===== config.mk =====
export PLATFORM = sky130hd
export DESIGN_NAME = pingpong_wr_sched
export DESIGN_NICKNAME = d
export VERILOG_FILES = /design/src/rtl/pingpong_pkg.sv /design/src/rtl/pp_sync_bit.sv /design/src/rtl/pingpong_wr_sched.sv
export SDC_FILE = /design/constraint.sdc
export NUM_CORES = 1
export LEC_CHECK = 0
export CAP_MARGIN = 25
export CORE_AREA = 2 2 58 82
export CTS_CLUSTER_SIZE = 10
export DETAILED_ROUTE_END_ITERATION = 10
export DIE_AREA = 0 0 60 84
export GPL_TIMING_DRIVEN = 1
export PLACE_DENSITY = 0.72
export SLEW_MARGIN = 20
export SYNTH_ARGS = -nofsm -noshare
export SYNTH_HDL_FRONTEND = slang
export SYNTH_SLANG_ARGS = --single-unit
export TNS_END_PERCENT = 1

===== constraint.sdc =====
create_clock -name wclk -period 6.9 [get_ports wclk]
set_input_delay 1.38 -clock wclk [delete_from_list [all_inputs] [get_ports wclk]]
set_output_delay 1.38 -clock wclk [all_outputs]
set_load 0.01 [all_outputs]

===== src/rtl/pingpong_pkg.sv =====
// Shared types and sizing helpers for the ping-pong write scheduler.
package pingpong_pkg;

  // Life cycle of one FIFO bank as seen from the write side.
  typedef enum logic [1:0] {
    BankFree     = 2'd0,  // empty and drained, may start filling
    BankFilling  = 2'd1,  // holds 1..DEPTH-1 words, still accepting
    BankSealedNe = 2'd2,  // sealed, waiting to see the reader's empty flag drop
    BankSealed   = 2'd3   // sealed, waiting for the reader to finish draining
  } bank_state_e;

  localparam int unsigned NumBanks = 2;

  // Words per bank for a given FIFO address width.
  function automatic int unsigned bank_depth(input int unsigned addr_size);
    return 32'd1 << addr_size;
  endfunction

  // Counter width able to hold 0..DEPTH inclusive.
  function automatic int unsigned cnt_width(input int unsigned addr_size);
    return addr_size + 32'd1;
  endfunction

endpackage


===== src/rtl/pp_sync_bit.sv =====
// Multi-flop synchroniser for a single level signal; resets to 1 so an
// empty flag reads as "empty" until the read domain says otherwise.
module pp_sync_bit #(
  parameter int unsigned Stages = 2
) (
  input  logic clk_i,
  input  logic rst_ni,
  input  logic d_i,
  output logic q_o
);

  logic [Stages-1:0] sync_q;
  logic [Stages-1:0] sync_d;

  // Shift the asynchronous input one stage per clock.
  always_comb begin
    sync_d = {sync_q[Stages-2:0], d_i};
  end

  // Chain flops, asynchronously preset.
  always_ff @(posedge clk_i or negedge rst_ni) begin
    if (!rst_ni) begin
      sync_q <= '1;
    end else begin
      sync_q <= sync_d;
    end
  end

  assign q_o = sync_q[Stages-1];

endmodule


===== src/rtl/pingpong_wr_sched.sv =====
// Write-side scheduler for a ping-pong pair of async FIFOs. Steers the
// upstream stream into one bank at a time, seals a bank on a full burst,
// a flush, or an unexpected full flag, and holds upstream off while the
// next target bank is still being drained by the reader.
module pingpong_wr_sched
  import pingpong_pkg::*;
#(
  parameter int unsigned DATASIZE    = 8,
  parameter int unsigned ADDRSIZE    = 4,
  parameter int unsigned SYNC_STAGES = 2
) (
  input  logic                wclk,
  input  logic                rst_n,
  input  logic                wr_req,
  input  logic [DATASIZE-1:0] wdata,
  input  logic                flush,
  input  logic                wfull_0,
  input  logic                wfull_1,
  input  logic                rempty_0,
  input  logic                rempty_1,
  output logic                winc_0,
  output logic                winc_1,
  output logic [DATASIZE-1:0] wdata_o,
  output logic                w_stop,
  output logic                wbank,
  output logic                bank_ready_0,
  output logic                bank_ready_1,
  output logic [ADDRSIZE:0]   bank_len_0,
  output logic [ADDRSIZE:0]   bank_len_1,
  output logic                err_early_full
);

  localparam int unsigned Depth = bank_depth(ADDRSIZE);
  localparam int unsigned CntW  = cnt_width(ADDRSIZE);
  localparam logic [CntW-1:0] DepthCnt = CntW'(Depth);

  // Per-bank state
  bank_state_e     state_q [NumBanks];
  bank_state_e     state_d [NumBanks];
  logic [CntW-1:0] cnt_q   [NumBanks];
  logic [CntW-1:0] cnt_d   [NumBanks];
  logic [CntW-1:0] len_q   [NumBanks];
  logic [CntW-1:0] len_d   [NumBanks];

  logic wbank_q, wbank_d;
  logic err_q, err_d;

  logic [NumBanks-1:0] empty_sync;
  logic [NumBanks-1:0] wfull_vec;

  bank_state_e     tgt_state;
  logic            stop;
  logic            accept;
  logic [CntW-1:0] cnt_inc;
  logic            seal_full;
  logic            seal_flush;
  logic            seal_early;
  logic            seal;

  assign wfull_vec = {wfull_1, wfull_0};

  // Bring the reader's empty flags into the write clock domain.
  pp_sync_bit #(
    .Stages (SYNC_STAGES)
  ) u_sync_empty_0 (
    .clk_i  (wclk),
    .rst_ni (rst_n),
    .d_i    (rempty_0),
    .q_o    (empty_sync[0])
  );

  pp_sync_bit #(
    .Stages (SYNC_STAGES)
  ) u_sync_empty_1 (
    .clk_i  (wclk),
    .rst_ni (rst_n),
    .d_i    (rempty_1),
    .q_o    (empty_sync[1])
  );

  // Accept decision and seal detection for the currently targeted bank.
  always_comb begin
    tgt_state = state_q[wbank_q];
    stop      = !((tgt_state == BankFree) || (tgt_state == BankFilling));
    accept    = wr_req && !stop;
    // Count including this cycle's word, so a same-cycle flush sees it.
    cnt_inc   = cnt_q[wbank_q] + {{(CntW-1){1'b0}}, accept};

    seal_full  = accept && (cnt_inc == DepthCnt);
    seal_flush = flush && !stop && (cnt_inc != '0);
    // FIFO claims full although we have not yet written a whole burst.
    seal_early = (tgt_state == BankFilling) && wfull_vec[wbank_q] && (cnt_inc < DepthCnt);
    seal       = seal_full || seal_flush || seal_early;
  end

  // Next-state: release path for every bank, fill/seal path for the target.
  always_comb begin
    for (int b = 0; b < NumBanks; b++) begin
      state_d[b] = state_q[b];
      cnt_d[b]   = cnt_q[b];
      len_d[b]   = len_q[b];
      // Two-step release: a stale synced "empty" can linger right after the
      // seal, so the flag must be seen low before a high counts as drained.
      case (state_q[b])
        BankSealedNe: if (!empty_sync[b]) state_d[b] = BankSealed;
        BankSealed:   if (empty_sync[b])  state_d[b] = BankFree;
        default:      ;
      endcase
    end
    wbank_d = wbank_q;
    err_d   = err_q;

    if (accept) begin
      cnt_d[wbank_q] = cnt_inc;
      if (tgt_state == BankFree) begin
        state_d[wbank_q] = BankFilling;
      end
    end

    if (seal) begin
      len_d[wbank_q]   = cnt_inc;
      cnt_d[wbank_q]   = '0;
      state_d[wbank_q] = BankSealedNe;
      wbank_d          = ~wbank_q;
    end

    if (seal_early) begin
      err_d = 1'b1;
    end
  end

  // State registers.
  always_ff @(posedge wclk or negedge rst_n) begin
    if (!rst_n) begin
      for (int b = 0; b < NumBanks; b++) begin
        state_q[b] <= BankFree;
        cnt_q[b]   <= '0;
        len_q[b]   <= '0;
      end
      wbank_q <= 1'b0;
      err_q   <= 1'b0;
    end else begin
      for (int b = 0; b < NumBanks; b++) begin
        state_q[b] <= state_d[b];
        cnt_q[b]   <= cnt_d[b];
        len_q[b]   <= len_d[b];
      end
      wbank_q <= wbank_d;
      err_q   <= err_d;
    end
  end

  // Outputs: strobes are combinational so a word is written the cycle it is offered.
  always_comb begin
    winc_0         = accept && !wbank_q;
    winc_1         = accept && wbank_q;
    wdata_o        = wdata;
    w_stop         = stop;
    wbank          = wbank_q;
    bank_ready_0   = (state_q[0] == BankSealedNe) || (state_q[0] == BankSealed);
    bank_ready_1   = (state_q[1] == BankSealedNe) || (state_q[1] == BankSealed);
    bank_len_0     = len_q[0];
    bank_len_1     = len_q[1];
    err_early_full = err_q;
  end

endmodule


==> PnR_summary.wiki, run 1 <==
{| class="wikitable"
! Metric !! Value
|-
| Class of the worst hold path || reg -> reg
|-
| Total count of hold-check failures in the final report || 0
|-
| Transition time at the pin with the least slew margin || 0.540 ns
|-
| HP Start || u_sync_empty_1.sync_q[0]
|-
| Worst Reg-to-Reg Cells || 10
|-
| Peak supply drop || 0.194 mV
|-
| Hold_buf cts || 0
|-
| Power, Total || 937 uW
|-
| Storage element area || 756 sq um
|-
| Total number of vias || 1,216
|-
| Chip height || 84 microns
|-
| Initial standard-cell utilization of the core || 0.375
|-
| Flop-to-flop setup slack || 3.49 ns
|-
| Count of flip-flops with a built-in enable after synthesis || 0
|-
| Seq cells post-synth || 30
|-
| CTS HTree Levels || 2
|-
| Number of buffers created by CTS || 5
|-
| Buffer type at the clock tree root || clkbuf_8
|-
| Element type at the critical path start || primary input
|-
| Max Transition Viols Final || 0
|-
| Sum of overflow across all layers after global routing || 0
|-
| Share of the synthesized area in the top cell type || 0.395
|-
| Die area || 5040 sq um
|-
| Cells after synthesis || 155
|-
| Post-cts gate resize count || 0
|-
| Maximum clock frequency || 0.224 GHz
|-
| IO buf count || 24
|-
| Total cell area at the placement stage || 1890 sq um
|-
| Top cells by area in the synthesized netlist || dfrtp_1 (40%), dfstp_2 (6.4%), buf_4 (3.7%), nand2_1 (3.7%), o2bb2ai_1 (3.2%)
|-
| Worst hold margin || 0.356 ns
|-
| Worst-Skew Late Latency || 0.28 ns
|-
| Antenna violations before repair || 0
|-
| Path type of the worst setup path || in -> out
|-
| Post-detailed-route count of antenna-violating nets || 0
|-
| GPL Wtd Cong || 0.877
|-
| Count of max-cap constraint violations || 0
|-
| Headroom to the max-slew limit || 0.639
|-
| Most frequent cells after synthesis || dfrtp_1 (26), nand2_1 (16), buf_4 (8), inv_1 (7)
|-
| Synthesized area per cell || 10.6 sq um
|-
| Shortest clock period the worst path allows after layout || 4.47 ns
|-
| Layout overhead on the synthesized area || 19.8%
|-
| Yosys warnings || 0
|-
| Summed area of non-filler cells in the final layout || 1970 sq um
|-
| Post-Syn Area || 1650 sq um
|-
| Depth of the worst hold-timing path || 0
|-
| Clk pin slew, worst setup/hold paths || 0.05 ns
|-
| R2r endpoint || bank_len_1[1]
|-
| Most used standard cell by instance count after synthesis || dfrtp_1
|-
| Largest net degree at the start of global routing || 33
|-
| Worst clock skew || 0.00777 ns
|-
| Number of buffers added for setup after CTS || 0
|-
| # nets final || 192
|-
| I/O pins || 41
|-
| Setup repair after global routing missed its margin || no
|-
| Sequential area share after synthesis || 0.459
|-
| Global-route wire length before repair || 6060 microns
|-
| Average wire length per cell after detail routing || 15.6 microns
|-
| Overall die width || 60 microns
|-
| Hold worst-path end || u_sync_empty_1.sync_q[1]
|-
| Combined area of the multi-input logic cells || 767 sq um
|-
| Syn Nets || 173
|-
| Commonest register cell after synthesis || dfrtp_1
|-
| Critical Path Sink Type || output pin
|-
| Power density normalized to cell area || 475 nW/um^2
|-
| ANT cells || 0
|-
| Run status || finished clean
|-
| Number of clock sinks || 30
|-
| Final-layout setup total negative slack || 0 ns
|-
| Final cycle utilization of the critical path || 0.648
|-
| Via count of the first global-routing pass || 1,223
|-
| Clock tree from TritonCTS || yes
|-
| Standard-cell row count || 29
|-
| Count of unique library cells instantiated by Yosys || 52
|-
| Worst-case clock buffer depth || 2
|-
| Global-route total usage across every layer || 0.161
|-
| Leading area contributor after synthesis || dfrtp_1
|-
| Highest fanout seen on the critical path || 8
|-
| FILL cells || 433
|-
| Setup violation total in the final timing report || 0
|-
| Ratio of routed vias to standard cells || 5.15
|-
| Number of design rule violations left after detail routing || 0
|-
| Worst reg2reg path startpoint || wbank
|-
| First DRT Iteration DRCs || 27
|-
| Ys async rst share || 1.00
|-
| Pre-Repair DR Iteration Count || 4
|-
| Final Routed Wirelength || 3670 microns
|-
| HPWL after detailed placement || 2650 microns
|-
| Layout cell share with drive strength beyond 1 || 0.161
|-
| Standby leakage power || 0.835 nW
|-
| Critical path required time || 5.52 ns
|-
| Core area || 4390 sq um
|-
| CP Data Arrival Time || 3.09 ns
|}
==> routing by layer <==
layer	GRT usage	share of wire	up-vias
met4	0.0687	0.025	0
met2	0.258	0.52	28
met5	0	0	-
li1	-	-	593
met1	0.207	0.42	586
met3	0.0295	0.037	9
==> per-stage QoR <==
stage,std cells,utilization,setup slack [ns]
6_report,236,0.449,2.43
5_1_grt,236,0.449,2.33
4_1_cts,236,0.449,2.44
3_5_place_dp,229,0.429,2.44
3_3_place_gp,229,0.429,2.45
2_1_floorplan,155,-,3.33
==> logic make-up (layout without fill, tap and decap cells) <==
kind of cell	count (synthesis)	after routing	synth area share
AOI/OAI and AO/OA	41	41	0.196
and+or+nand+nor	43	43	0.144
muxes	11	11	0.0791
buffers and inverters	22	41	0.0745
xor gates and xnor gates	6	6	0.0319
adders and majority gates	2	2	0.0152
DFF	30	30	0.459
==> final cells by class <==
type | count | area share
Timing Repair Buffer | 26 | 0.129
Tap cell | 62 | 0.0393
Clock buffer | 7 | 0.0438
Inverter | 8 | 0.0152
Sequential cell | 30 | 0.383
Multi-Input combinational cell | 103 | 0.389
==> cell usage in the layout (no fill, tap or decap), types with 2 or more instances in the layout <==
cell type,n
dfrtp_1,26
nor2_1,2
mux2_4,3
nor3_1,3
clkdlybuf4s50_1,24
a21oi_1,4
a22oi_1,2
clkbuf_8,6
xor2_1,4
nand3_1,3
mux2_2,4
o2bb2ai_1,6
a31oi_1,2
mux2i_1,4
o21ai_2,2
o22ai_1,2
a211oi_1,3
and3b_1,2
nor2b_1,3
dfstp_2,4
o21ai_0,6
buf_4,2
nand2b_1,3
nand2_1,16
inv_1,7
nor3b_1,2
xnor2_1,2
or3_1,2
ha_1,2
==> critical path, stage by stage <==
cell and delay, ns:
clkdlybuf4s50_1 0.63, nor2b_1 0.27, nand2_1 0.13, inv_1 0.13, clkdlybuf4s50_1 0.54
==> how the worst max path moves through the flow <==
stage            from             to  slack [ns]  cells past startpoint
3_5_place_dp   wr_req         winc_1        2.44                      5
3_3_place_gp   wr_req         winc_1        2.45                      5
2_1_floorplan  wr_req  bank_len_0[0]        3.33                      8
6_report       wr_req         winc_1        2.43                      5
5_1_grt        wr_req         winc_1        2.33                      5
4_1_cts        wr_req         winc_1        2.44                      5
==> report_power, final <==
group	leakage, nW	internal [mW]	switching, mW
Combinational	0.420	0.232	0.269
Sequential	0.371	0.241	0.0540
Clock	0.0443	0.0789	0.0618
(Power assumes the default switching activity.)
==> run 2: changes to the inputs <==
--- a/config.mk
+++ b/config.mk
@@ -11,7 +11,7 @@
 export DETAILED_ROUTE_END_ITERATION = 10
 export DIE_AREA = 0 0 60 84
 export GPL_TIMING_DRIVEN = 1
-export PLACE_DENSITY = 0.72
+export PLACE_DENSITY = 0.74
 export SLEW_MARGIN = 20
 export SYNTH_ARGS = -nofsm -noshare
 export SYNTH_HDL_FRONTEND = slang
==> constraint.sdc (replaced) <==
create_clock -name wclk -period 3.7 [get_ports wclk]
set_input_delay 0.74 -clock wclk [delete_from_list [all_inputs] [get_ports wclk]]
set_output_delay 0.74 -clock wclk [all_outputs]
set_load 0.01 [all_outputs]
==> PnR_summary.wiki, run 2 (same netlist as run 1, synthesis figures left out) <==
{| class="wikitable"
! Metric !! Value
|-
| Run status || finished clean
|-
| Final Routed Wirelength || 3740 microns
|-
| Worst-Skew Late Latency || 0.29 ns
|-
| Core area || 4390 sq um
|-
| Clk pin slew, worst setup/hold paths || 0.05 ns
|-
| Layout overhead on the synthesized area || 22.6%
|-
| Power, Total || 1.79 mW
|-
| Power density normalized to cell area || 888 nW/um^2
|-
| Shortest clock period the worst path allows after layout || 3.26 ns
|-
| Pre-Repair DR Iteration Count || 5
|-
| Total cell area at the placement stage || 1930 sq um
|-
| Commonest non-fill, non-tap cells in the layout || dfrtp_1 (26), clkdlybuf4s50_1 (24), nand2_1 (16)
|-
| Max Transition Viols Final || 0
|-
| Clock tree from TritonCTS || yes
|-
| Maximum clock frequency || 0.307 GHz
|-
| Buffer type at the clock tree root || clkbuf_8
|-
| Number of buffers added for setup after CTS || 0
|-
| Highest fanout seen on the critical path || 7
|-
| CP cell instances || clkdlybuf4s50_1, buf_4, nor2b_1, nand2_1, inv_1, clkdlybuf4s50_1
|-
| Chip height || 84 microns
|-
| Sum of overflow across all layers after global routing || 0
|-
| Setup repair after global routing missed its margin || no
|-
| Average wire length per cell after detail routing || 15.5 microns
|-
| Standard-cell row count || 29
|-
| Depth of the worst hold-timing path || 0
|-
| Transition time at the pin with the least slew margin || 0.398 ns
|-
| Ratio of routed vias to standard cells || 5.29
|-
| Die area || 5040 sq um
|-
| HPWL after detailed placement || 2750 microns
|-
| Path type of the worst setup path || in -> out
|-
| CP Data Arrival Time || 2.52 ns
|-
| Initial standard-cell utilization of the core || 0.375
|-
| IO buf count || 24
|-
| Global-route total usage across every layer || 0.169
|-
| Headroom to the max-slew limit || 0.733
|-
| Largest net degree at the start of global routing || 31
|-
| Number of clock sinks || 30
|-
| Antenna violations before repair || 0
|-
| Worst clock skew || 0.0112 ns
|-
| Commonest non-fill, non-tap cell in the layout || dfrtp_1
|-
| Class of the worst hold path || reg -> reg
|-
| CP max-delay cell || clkdlybuf4s50_1
|-
| Total number of vias || 1,279
|-
| Number of design rule violations left after detail routing || 0
|-
| ANT cells || 0
|-
| Total count of hold-check failures in the final report || 0
|-
| Summed area of non-filler cells in the final layout || 2020 sq um
|-
| Count of max-cap constraint violations || 0
|-
| Number of buffers created by CTS || 5
|-
| Worst-case clock buffer depth || 2
|-
| CP peak stage delay || 0.54 ns
|-
| Post-cts gate resize count || 0
|-
| Cell mode on critical path || clkdlybuf4s50_1
|-
| # nets final || 198
|-
| Standby leakage power || 0.865 nW
|-
| Overall die width || 60 microns
|-
| First DRT Iteration DRCs || 21
|-
| I/O pins || 41
|-
| Hold_buf cts || 0
|-
| Final cycle utilization of the critical path || 0.880
|-
| Final-layout setup total negative slack || 0 ns
|-
| Worst Reg-to-Reg Cells || 9
|-
| CTS HTree Levels || 2
|-
| Global-route wire length before repair || 6260 microns
|-
| GPL Wtd Cong || 0.905
|-
| Post-detailed-route count of antenna-violating nets || 0
|-
| Element type at the critical path start || primary input
|-
| Layout cell share with drive strength beyond 1 || 0.189
|-
| FILL cells || 408
|-
| Via count of the first global-routing pass || 1,286
|-
| Critical path required time || 2.96 ns
|-
| Critical Path Sink Type || output pin
|-
| Peak supply drop || 0.448 mV
|-
| Setup violation total in the final timing report || 0
|}
==> run 2: changes by cell type in the layout (fill, tap and decap cells not counted) <==
cell,delta
buf_4,+6
==> run 2: final timing paths <==
| path | start | to | slack, ns |
|---|---|---|---|
| max in group asynchronous | rst_n | u_sync_empty_1.sync_q[1] | 2.55 |
| worst max-delay path | wr_req | winc_1 | 0.44 |
| min in group asynchronous | rst_n | state_q[2] | 0.83 |
| worst min register to register | u_sync_empty_1.sync_q[0] | u_sync_empty_1.sync_q[1] | 0.36 |
| worst min-delay path | u_sync_empty_1.sync_q[0] | u_sync_empty_1.sync_q[1] | 0.36 |
| worst max register to register | wbank | bank_len_0[0] | 0.60 |
==> run 2: stage by stage <==
step                      hold slack [ns]   util  setup WS [ns]  cells
after floorplan                     0.345      -          0.503    155
after global placement              0.346  0.440          0.215    235
after detailed placement            0.352  0.440          0.203    235
after CTS                           0.360  0.459          0.462    242
after global routing                0.363  0.459          0.332    242
final                               0.356  0.459          0.444    242
==> run 2: worst max-delay path, delay by kind of cell <==
family | cells | cell delay, ns
buf+inv | 4 | 1.29
simple gates | 2 | 0.48
==> run 2: per-layer routing <==
metal	GRT usage	up-vias	share of wire
met3	0.0496	16	0.057
met2	0.262	40	0.49
li1	-	606	-
met5	0	-	0
met4	0.0970	0	0.038
met1	0.201	617	0.42
==> run 2: power breakdown <==
group	total [mW]	switching [mW]	internal (mW)
clock	0.264	0.117	0.147
combinational	0.974	0.511	0.463
sequential	0.552	0.103	0.449
==> run 2: cell type report <==
cell class | instances | area (sq um) | share of cell area
clock buffer | 7 | 86.3 | 0.0428
tap | 62 | 77.6 | 0.0385
timing repair buffer | 32 | 300 | 0.149
multi-input combinational | 103 | 767 | 0.380
inverter | 8 | 30.0 | 0.0149
sequential | 30 | 756 | 0.375
